`src/rtl/ram_arbiter.sv`:
```
`default_nettype none
// ============================================================================
// Module      : ram_arbiter
// Description : Round-robin arbiter letting two requesters share one
//               single-port synchronous RAM; returns read data to the issuer.
// Revision    : 1.0 - initial release
// ============================================================================
module ram_arbiter #(
  parameter int addr_bits = 16,
  parameter int data_bits = 8
) (
  input  logic                 clock,
  input  logic                 reset_n,
  input  logic                 a_req,
  input  logic                 a_write,
  input  logic [addr_bits-1:0] a_address,
  input  logic [data_bits-1:0] a_wdata,
  output logic                 a_grant,
  output logic                 a_rvalid,
  output logic [data_bits-1:0] a_rdata,
  input  logic                 b_req,
  input  logic                 b_write,
  input  logic [addr_bits-1:0] b_address,
  input  logic [data_bits-1:0] b_wdata,
  output logic                 b_grant,
  output logic                 b_rvalid,
  output logic [data_bits-1:0] b_rdata,
  output logic                 ram_write_enable,
  output logic [addr_bits-1:0] ram_address,
  output logic [data_bits-1:0] ram_data_in,
  input  logic [data_bits-1:0] ram_data_out
);

  typedef enum logic [1:0] {
    S_IDLE   = 2'd0,
    S_ACCESS = 2'd1,
    S_READ   = 2'd2
  } state_t;

  localparam logic c_req_a = 1'b0;
  localparam logic c_req_b = 1'b1;

  state_t               r_state;
  state_t               w_next_state;
  logic                 r_last;
  logic                 r_owner;
  logic                 r_write;
  logic                 r_a_grant;
  logic                 r_b_grant;
  logic                 r_a_rvalid;
  logic                 r_b_rvalid;
  logic [data_bits-1:0] r_a_rdata;
  logic [data_bits-1:0] r_b_rdata;
  logic                 r_ram_write_enable;
  logic [addr_bits-1:0] r_ram_address;
  logic [data_bits-1:0] r_ram_data_in;
  logic                 w_start;
  logic                 w_pick_b;
  logic                 w_win_write;

  // B wins only when A is idle or A was the last one served.
  assign w_pick_b    = b_req & (~a_req | (r_last == c_req_a));
  assign w_win_write = w_pick_b ? b_write : a_write;

  always_ff @(posedge clock or negedge reset_n) begin
    if (!reset_n) begin
      r_state <= S_IDLE;
    end else begin
      r_state <= w_next_state;
    end
  end

  always_comb begin
    w_next_state = r_state;
    w_start      = 1'b0;
    case (r_state)
      S_IDLE: begin
        if (a_req | b_req) begin
          w_start      = 1'b1;
          w_next_state = S_ACCESS;
        end
      end
      S_ACCESS: begin
        w_next_state = r_write ? S_IDLE : S_READ;
      end
      S_READ: begin
        // Arbitrating here lets the next command overlap the rvalid pulse.
        if (a_req | b_req) begin
          w_start      = 1'b1;
          w_next_state = S_ACCESS;
        end else begin
          w_next_state = S_IDLE;
        end
      end
      default: begin
        w_next_state = S_IDLE;
      end
    endcase
  end

  always_ff @(posedge clock or negedge reset_n) begin
    if (!reset_n) begin
      r_last             <= c_req_b;
      r_owner            <= c_req_a;
      r_write            <= 1'b0;
      r_a_grant          <= 1'b0;
      r_b_grant          <= 1'b0;
      r_a_rvalid         <= 1'b0;
      r_b_rvalid         <= 1'b0;
      r_a_rdata          <= '0;
      r_b_rdata          <= '0;
      r_ram_write_enable <= 1'b0;
      r_ram_address      <= '0;
      r_ram_data_in      <= '0;
    end else begin
      r_a_grant          <= w_start & ~w_pick_b;
      r_b_grant          <= w_start & w_pick_b;
      r_ram_write_enable <= w_start & w_win_write;
      if (w_start) begin
        r_owner       <= w_pick_b;
        r_last        <= w_pick_b;
        r_write       <= w_win_write;
        r_ram_address <= w_pick_b ? b_address : a_address;
        r_ram_data_in <= w_pick_b ? b_wdata : a_wdata;
      end
      r_a_rvalid <= (r_state == S_READ) && (r_owner == c_req_a);
      r_b_rvalid <= (r_state == S_READ) && (r_owner == c_req_b);
      if ((r_state == S_READ) && (r_owner == c_req_a)) begin
        r_a_rdata <= ram_data_out;
      end
      if ((r_state == S_READ) && (r_owner == c_req_b)) begin
        r_b_rdata <= ram_data_out;
      end
    end
  end

  assign a_grant          = r_a_grant;
  assign b_grant          = r_b_grant;
  assign a_rvalid         = r_a_rvalid;
  assign b_rvalid         = r_b_rvalid;
  assign a_rdata          = r_a_rdata;
  assign b_rdata          = r_b_rdata;
  assign ram_write_enable = r_ram_write_enable;
  assign ram_address      = r_ram_address;
  assign ram_data_in      = r_ram_data_in;

endmodule
`default_nettype wire

```
`config.mk`:
```
export PLATFORM = sky130hd
export DESIGN_NAME = ram_arbiter
export DESIGN_NICKNAME = d
export VERILOG_FILES = /design/src/rtl/ram_arbiter.sv
export SDC_FILE = /design/constraint.sdc
export NUM_CORES = 1
export LEC_CHECK = 0
export ABC_AREA = 0
export ABC_CLOCK_PERIOD_IN_PS = 3100
export BUFFER_PORTS_ARGS = -buffer_cell sky130_fd_sc_hd__buf_2
export CORE_ASPECT_RATIO = 0.6
export CORE_MARGIN = 4
export CORE_UTILIZATION = 25
export DETAILED_ROUTE_END_ITERATION = 16
export PLACE_DENSITY = 0.47
export SLEW_MARGIN = 0
export SYNTH_ARGS = -nofsm -noshare
export SYNTH_HDL_FRONTEND = slang
export SYNTH_SLANG_ARGS = --single-unit
```
`constraint.sdc`:
```
create_clock -name clock -period 3.1 [get_ports clock]
set_input_delay 0.31 -clock clock [delete_from_list [all_inputs] [get_ports clock]]
set_output_delay 0.31 -clock clock [all_outputs]
set_load 0.01 [all_outputs]
```
==> flow_summary.json, run 1 <==
{
  "cts-root-buf": "clkbuf_16",
  "die_area_um2": 9430,
  "rows": 24,
  "mostFrequentLayoutCells": "106 x buf_2, 49 x dfrtp_1, 25 x and2_1, 25 x a221o_1, 16 x mux2_2",
  "cts_max_level": 2,
  "crit_arrival_ns": 1.90,
  "antennaDiodeCount": 0,
  "p_leak_nw": 1.40,
  "p_seq_share_pct": 45.1,
  "antenna_found_initial": 0,
  "place.gp.congestion": 0.672,
  "grt_pass1_vias": 1617,
  "drc_errors": 0,
  "r2r_start": "r_last",
  "nets": 307,
  "multiInputGateArea_um2": 669,
  "p_int_mw": 1.47,
  "setup_viol": 0,
  "grt_max_degree": 51,
  "final_max_slew_viol_count": 0,
  "cts_made_buffers": 5,
  "nFillCells": 761,
  "endpoint_kind": "register",
  "seqCellArea_um2": 1250,
  "synthCells": 138,
  "required_ns": 3.32,
  "timing.rr.end": "ram_data_in[0]",
  "cp-endpoint": "ram_data_in[0]",
  "cts_tree": "built",
  "cts_resized": 0,
  "wire_per_inst_um": 15.3,
  "p_clk_share_pct": 25.5,
  "crit_start": "r_last",
  "postCtsHoldBufs": 0,
  "syn_area_per_cell_um2": 14.3,
  "initial_core_util_pct": 26.4,
  "min_path_type": "in2async",
  "grtUsageTotal_pct": 11.5,
  "grt.overflow.total": 0,
  "vias": 1497,
  "port_buffers": 106,
  "hold_viol_final": 0,
  "setup-tns-final_ns": 0,
  "max_cap_violations": 0,
  "insertion_delay_ns": 0.28,
  "worstPathMaxFanout": 27,
  "synth-seq-cells": 50,
  "numClockSinks": 50,
  "clockBufferDepth": 2,
  "core_area_um2": 7480,
  "p_sw_mw": 0.625,
  "die_w_um": 123,
  "ioPinCount": 107,
  "min_period_over_period_pct": 54.4,
  "netlist_area_um2": 1970,
  "path_clk_slew_ns": 0.07,
  "dr.pass1.iters": 4,
  "grt_pass1_wl_um": 8420,
  "drive_gt1_share_pct": 54.9,
  "final.min_clock_period_ns": 1.69,
  "p_sw_share_pct": 29.8,
  "ant_nets": 0,
  "vdd_drop_max_v": 0.000206,
  "max_freq_ghz": 0.593,
  "status": "completed",
  "synth_warnings": 0,
  "yosysUniqueCellTypes": 18,
  "power_density_nw_per_um2": 758,
  "fin_skew_ns": 0.00300,
  "cts_setup_buffers": 0,
  "routed_via_density": 4.28,
  "syn-num-nets": 200,
  "first_iter_violations": 86,
  "area_delta_synth_final_pct": 40.0,
  "whs_ns": 0.125,
  "ys_seq_area_share_pct": 63.4,
  "tightest_slew_ns": 0.987,
  "rsz0062_at_grt": "false",
  "dp_hpwl_um": 3790,
  "r2r_cells": 2,
  "ff2ff_setup_slack_ns": 1.41,
  "die_h_um": 76.8,
  "startpoint_type": "register",
  "final_common_cell": "buf_2",
  "combinationalPowerShare_pct": 29.4,
  "crit_type": "reg2reg",
  "wirelength_um": 5340,
  "timing.slew.headroom_pct": 34.2
}
cells in the mapped netlist, drive strengths merged:
library cell | instances | share of area, %
and2 | 25 | 7.9
nor3 | 1 | 0.25
nand3 | 1 | 0.25
o21bai | 1 | 0.38
nor3b | 1 | 0.38
a21o | 2 | 0.76
a221o | 25 | 13
buf | 7 | 2.3
a22o | 1 | 0.44
dfrtp | 49 | 62
inv | 4 | 0.76
clkbuf | 2 | 0.38
dfstp | 1 | 1.3
mux2 | 16 | 9.1
a211oi | 1 | 0.38
o211a | 1 | 0.51
power by group through the flow:
stage               Clock, mW  Sequential [mW]  Combinational [mW]
global placement            0            0.962               0.619
global route            0.585            0.973               0.675
floorplan                   0             1.04               0.246
detailed placement          0            0.954               0.630
finish                  0.534            0.944               0.615
CTS                     0.557            0.947               0.629
worst min-delay path by stage:
stage / start / endpoint / slack [ns] / cells past startpoint
floorplan: reset_n / a_grant / 0.01 / 0
global placement: r_write / r_state[1] / 0.43 / 1
detailed placement: r_write / r_state[1] / 0.43 / 1
CTS: reset_n / a_rdata[1] / 0.15 / 2
global route: reset_n / b_rdata[1] / 0.20 / 2
finish: reset_n / a_rdata[1] / 0.13 / 2
area by class of cell:
| cell class | count | area share [%] |
|---|---|---|
| Sequential cell | 50 | 45.3 |
| Multi-Input combinational cell | 75 | 24.2 |
| Timing Repair Buffer | 109 | 20.0 |
| Tap cell | 104 | 4.71 |
| Clock buffer | 6 | 4.66 |
| Clock inverter | 2 | 0.543 |
| Inverter | 4 | 0.543 |
critical path: stages, from the launching register on:
cell and delay [ns]:
dfstp_2 0.57, o211a_1 0.75, a221o_1 0.29
metal layers:
metal	GRT usage, %	routed length, um	share of wire (%)	vias up
li1	-	-	-	722
met1	16.9	2610	49	701
met2	15.4	2110	39	70
met3	4.78	578	11	4
met4	3.02	41	0.77	0
met5	0	0	0	-
through the flow:
| step | worst slack (ns) | instance area, um2 | std cells | utilization (%) | power (mW) |
|---|---|---|---|---|---|
| floorplan | 1.77 | 1970 | 138 | - | 1.28 |
| global placement | 1.39 | 2620 | 342 | 35.0 | 1.58 |
| detailed placement | 1.37 | 2620 | 342 | 35.0 | 1.58 |
| CTS | 1.38 | 2760 | 350 | 37.0 | 2.13 |
| global route | 1.29 | 2760 | 350 | 37.0 | 2.23 |
| finish | 1.41 | 2760 | 350 | 37.0 | 2.09 |
registers in the layout (all words and copies together), names as in the netlist:
register and cells:
r_owner 1, r_state 2, a_rdata 8, b_rdata 8, b_grant 1, a_grant 1
ram_write_enable 1, r_last 1, ram_data_in 8, b_rvalid 1, a_rvalid 1, ram_address 16
r_write 1
logic make-up (layout without fill, tap and decap cells):
family | Yosys count | count (layout) | share of synthesized area (%)
DFF | 50 | 50 | 63.4
AOI/OAI and AO/OA | 31 | 31 | 15.1
and+or+nand+nor | 28 | 28 | 8.81
muxes | 16 | 16 | 9.13
buffers and inverters | 13 | 121 | 3.49
(Power assumes the default switching activity.)
==> run 2: changes to the inputs <==
ABC_CLOCK_PERIOD_IN_PS = 1470   (was 3100)
PLACE_DENSITY = 0.49   (was 0.47)
clock period = 1.47 ns   (was 3.1 ns; I/O delays follow)
==> run 2 against run 1 <==
  * Global-route usage decreased by 0.069 points
  * Worst setup slack got worse by 1.3 ns
  * Combinational power increased by 120%
  * Via count increased by 3.5%
  * Clock skew is 0.00074 ns higher
  * Die area did not move
  * Utilization grew 1.6 points
  * First-iteration DRC count shrank 26%
  * Power up 110%
  * Largest cell class unchanged
  * Highest routed layer unchanged
==> flow_summary.json, run 2 (synthesis gave the netlist of run 1 again) <==
{
  "startpoint_type": "register",
  "ant_nets": 0,
  "path_clk_slew_ns": 0.07,
  "nets": 314,
  "crit_start": "r_state[0]",
  "worstPathMaxFanout": 28,
  "final_common_cell": "buf_2",
  "crit_arrival_ns": 1.49,
  "grt_pass1_wl_um": 8690,
  "cts_made_buffers": 5,
  "cp-endpoint": "ram_address[9]",
  "dp_hpwl_um": 4000,
  "drc_errors": 0,
  "cts_resized": 0,
  "vias": 1550,
  "largest_reg_flops": 16,
  "insertion_delay_ns": 0.28,
  "p_leak_nw": 1.47,
  "tightest_slew_ns": 0.438,
  "antennaDiodeCount": 0,
  "drive_gt1_share_pct": 56.1,
  "max_cap_violations": 0,
  "cts_setup_buffers": 0,
  "routed_via_density": 4.34,
  "whs_ns": 0.0912,
  "place.gp.congestion": 0.703,
  "antenna_found_initial": 0,
  "die_h_um": 76.8,
  "max_freq_ghz": 0.749,
  "min_path_type": "in2reg",
  "cts_max_level": 2,
  "area_delta_synth_final_pct": 46.1,
  "cts_tree": "built",
  "postCtsHoldBufs": 1,
  "power_density_nw_per_um2": 1560,
  "setup_viol": 0,
  "ff2ff_setup_slack_ns": 0.14,
  "status": "completed",
  "grt.overflow.total": 0,
  "timing.rr.end": "ram_address[9]",
  "wirelength_um": 5250,
  "final_max_slew_viol_count": 0,
  "vdd_drop_max_v": 0.000470,
  "dr.pass1.iters": 4,
  "mostFrequentLayoutCells": "106 x buf_2, 49 x dfrtp_1, 25 x and2_1, 25 x a221o_1, 16 x mux2_2",
  "final.min_clock_period_ns": 1.33,
  "grt_max_degree": 30,
  "core_area_um2": 7480,
  "first_iter_violations": 64,
  "required_ns": 1.63,
  "grtUsageTotal_pct": 11.5,
  "die_w_um": 123,
  "timing.slew.headroom_pct": 70.8,
  "clockBufferDepth": 2,
  "numClockSinks": 50,
  "rsz0062_at_grt": "false",
  "cts-root-buf": "clkbuf_16",
  "crit_type": "reg2reg",
  "setup-tns-final_ns": 0,
  "fin_skew_ns": 0.00375,
  "port_buffers": 106,
  "r2r_cells": 4,
  "wire_per_inst_um": 14.7,
  "hold_viol_final": 0,
  "ioPinCount": 107,
  "die_area_um2": 9430,
  "r2r_start": "r_state[0]",
  "initial_core_util_pct": 26.4,
  "min_period_over_period_pct": 90.8,
  "endpoint_kind": "register",
  "rows": 24,
  "grt_pass1_vias": 1661
}
[run 2: changes by cell type in the layout (fill, tap and decap cells not counted), sizes merged]
| cell | delta |
|---|---|
| clkinv | +2 |
| buf | +6 |
| clkinvlp | -1 |
| dlygate4sd3 | +1 |
| clkbuf | -1 |
[run 2: metrics by stage]
step | power (mW) | util [%] | setup WS (ns) | area (um2) | instances
floorplan | 2.70 | - | 0.143 | 1970 | 138
global placement | 3.40 | 36.5 | 0.157 | 2730 | 348
detailed placement | 3.41 | 36.5 | 0.148 | 2730 | 348
CTS | 4.57 | 38.6 | 0.132 | 2880 | 357
global route | 4.79 | 38.6 | 0.0748 | 2880 | 357
finish | 4.49 | 38.6 | 0.135 | 2880 | 357
[run 2: critical path: stages (launching register included)]
cell      delay [ns]
dfrtp_1         0.40
o21bai_2        0.22
buf_12          0.17
and2_1          0.15
a221o_1         0.27
[run 2: metal layers]
layer  part of all wire (%)  GRT usage (%)
met5                      0              0
met4                   0.59           2.35
met3                    5.7           2.06
met2                     44           17.4
met1                     50           17.0
[run 2: worst min path at each step]
stage | to | slack, ns | from | cells after the start
2_1_floorplan | a_grant | -0.15 | reset_n | 0
3_3_place_gp | r_state[1] | 0.12 | reset_n | 1
3_5_place_dp | r_state[0] | 0.12 | reset_n | 1
4_1_cts | ram_address[1] | 0.08 | a_address[1] | 2
5_1_grt | ram_address[1] | 0.09 | a_address[1] | 2
6_report | ram_address[2] | 0.09 | a_address[2] | 2
[run 2: power breakdown]
group	switching (mW)	internal, mW	total, mW
Clock	0.503	0.631	1.13
Combinational	0.646	0.733	1.38
Sequential	0.190	1.79	1.98
[run 2: cell type report]
class,count,area [um2]
fillers,728,4590
flip-flops and latches,50,1250
repair buffers,116,671
multi-input cells,75,669
well taps,104,130
clock buffers,5,125
clock inverters,3,21.3
inverters,4,15.0
==> run 3: changes to the inputs <==
PLACE_DENSITY = 0.54   (was 0.49)
==> run 3 against run 2 <==
  * Register-to-register slack is essentially flat
  * Via count shrank 0.65%
  * Combinational power is essentially flat
  * Final cell count shrank 0.28%
  * Fmax is essentially flat
  * Final area shrank 0.13%
==> flow_summary.json, run 3 (synthesis gave the netlist of run 1 again) <==
{
  "cts_max_level": 2,
  "p_leak_nw": 1.46,
  "ioPinCount": 107,
  "max_cap_violations": 0,
  "area_delta_synth_final_pct": 45.9,
  "worstPathMaxFanout": 28,
  "cts_tree": "built",
  "grt_pass1_wl_um": 8360,
  "required_ns": 1.63,
  "largest_reg_flops": 16,
  "tightest_slew_ns": 0.273,
  "max_freq_ghz": 0.749,
  "cts_made_buffers": 5,
  "die_area_um2": 9430,
  "crit_type": "reg2reg",
  "whs_ns": 0.0908,
  "insertion_delay_ns": 0.28,
  "final_common_cell": "buf_2",
  "grt_pass1_vias": 1624,
  "crit_arrival_ns": 1.50,
  "fin_skew_ns": 0.00343,
  "dp_hpwl_um": 3770,
  "antennaDiodeCount": 0,
  "min_path_type": "in2reg",
  "mostFrequentLayoutCells": "106 x buf_2, 49 x dfrtp_1, 25 x and2_1, 25 x a221o_1, 16 x mux2_2",
  "setup_viol": 0,
  "final_max_slew_viol_count": 0,
  "timing.slew.headroom_pct": 81.8,
  "drive_gt1_share_pct": 55.2,
  "wirelength_um": 5220,
  "die_h_um": 76.8,
  "first_iter_violations": 70,
  "routed_via_density": 4.33,
  "min_period_over_period_pct": 90.8,
  "core_area_um2": 7480,
  "drc_errors": 0,
  "grt.overflow.total": 0,
  "rsz0062_at_grt": "false",
  "final.min_clock_period_ns": 1.33,
  "grtUsageTotal_pct": 11.2,
  "port_buffers": 106,
  "rows": 24,
  "cts-root-buf": "clkbuf_16",
  "dr.pass1.iters": 4,
  "stdcell_area_um2": 2880,
  "vias": 1540,
  "cts_setup_buffers": 0,
  "place.gp.congestion": 0.662,
  "cts_resized": 0,
  "status": "completed",
  "path_clk_slew_ns": 0.07,
  "power_density_nw_per_um2": 1600,
  "vdd_drop_max_v": 0.000440,
  "place_area_um2": 2710,
  "numClockSinks": 50,
  "grt_max_degree": 51,
  "initial_core_util_pct": 26.4,
  "ff2ff_setup_slack_ns": 0.14,
  "nets": 313,
  "endpoint_kind": "register",
  "ant_nets": 0,
  "clockBufferDepth": 2,
  "setup-tns-final_ns": 0,
  "startpoint_type": "register",
  "antenna_found_initial": 0,
  "wire_per_inst_um": 14.7,
  "die_w_um": 123,
  "hold_viol_final": 0
}
run 3: cell types whose count changed in the layout (fill, tap and decap cells not counted), sizes merged:
cell / before / now
buf: 115 / 114
bufinv: 0 / 1
clkbuf: 5 / 7
clkinv: 2 / 0
clkinvlp: 1 / 0
run 3: report_power, final:
part           total, mW  internal [mW]  leakage, nW  switching, mW
Sequential          1.99           1.79        0.611          0.200
Combinational       1.35          0.725        0.776          0.623
Clock               1.28          0.805       0.0781          0.478
Total               4.62           3.32         1.46           1.30
run 3: critical path: stages, from the launching register on:
cell and delay [ns]:
dfrtp_1 0.40, o21bai_2 0.22, buf_12 0.17, and2_1 0.16
a221o_1 0.27
run 3: worst paths after layout:
check                           start        endpoint  cells after the start
hold / removal             b_wdata[3]  ram_data_in[3]                      2
min in group asynchronous     reset_n      b_rdata[5]                      3
max in group asynchronous     reset_n          r_last                      3
setup reg to reg           r_state[0]  ram_address[3]                      4
setup / recovery           r_state[0]  ram_address[3]                      4
hold reg to reg               r_write      r_state[1]                      1
run 3: repair_timing:
item / CTS / global route
hold buffers: 1 / 0
hold endpoints to repair: 49 / 0
endpoints found under the setup margin: 0 / 0
run 3: cell type report:
cell class	instances	area (um2)
clock inverter	1	30.0
timing repair buffer	115	651
tap	104	130
sequential	50	1250
fill	714	4600
multi-input combinational	75	669
clock buffer	7	133
inverter	4	15.0
run 3: through the flow:
step                      utilization, %  cells  worst slack [ns]  total power [mW]
after floorplan                        -    138             0.143              2.70
after global placement              36.2    347             0.113              3.36
after detailed placement            36.2    347             0.121              3.39
after CTS                           38.5    356             0.104              4.70
after global routing                38.5    356            0.0450              4.91
final                               38.5    356             0.135              4.62
run 3: per-layer routing:
metal  share of wire, %  track usage (%)  routed length [um]
met2                 43             16.6                2230
met4               0.36             2.35                  19
met5                  0                0                   0
met3                9.8             4.12                 512
met1                 47             15.6                2460
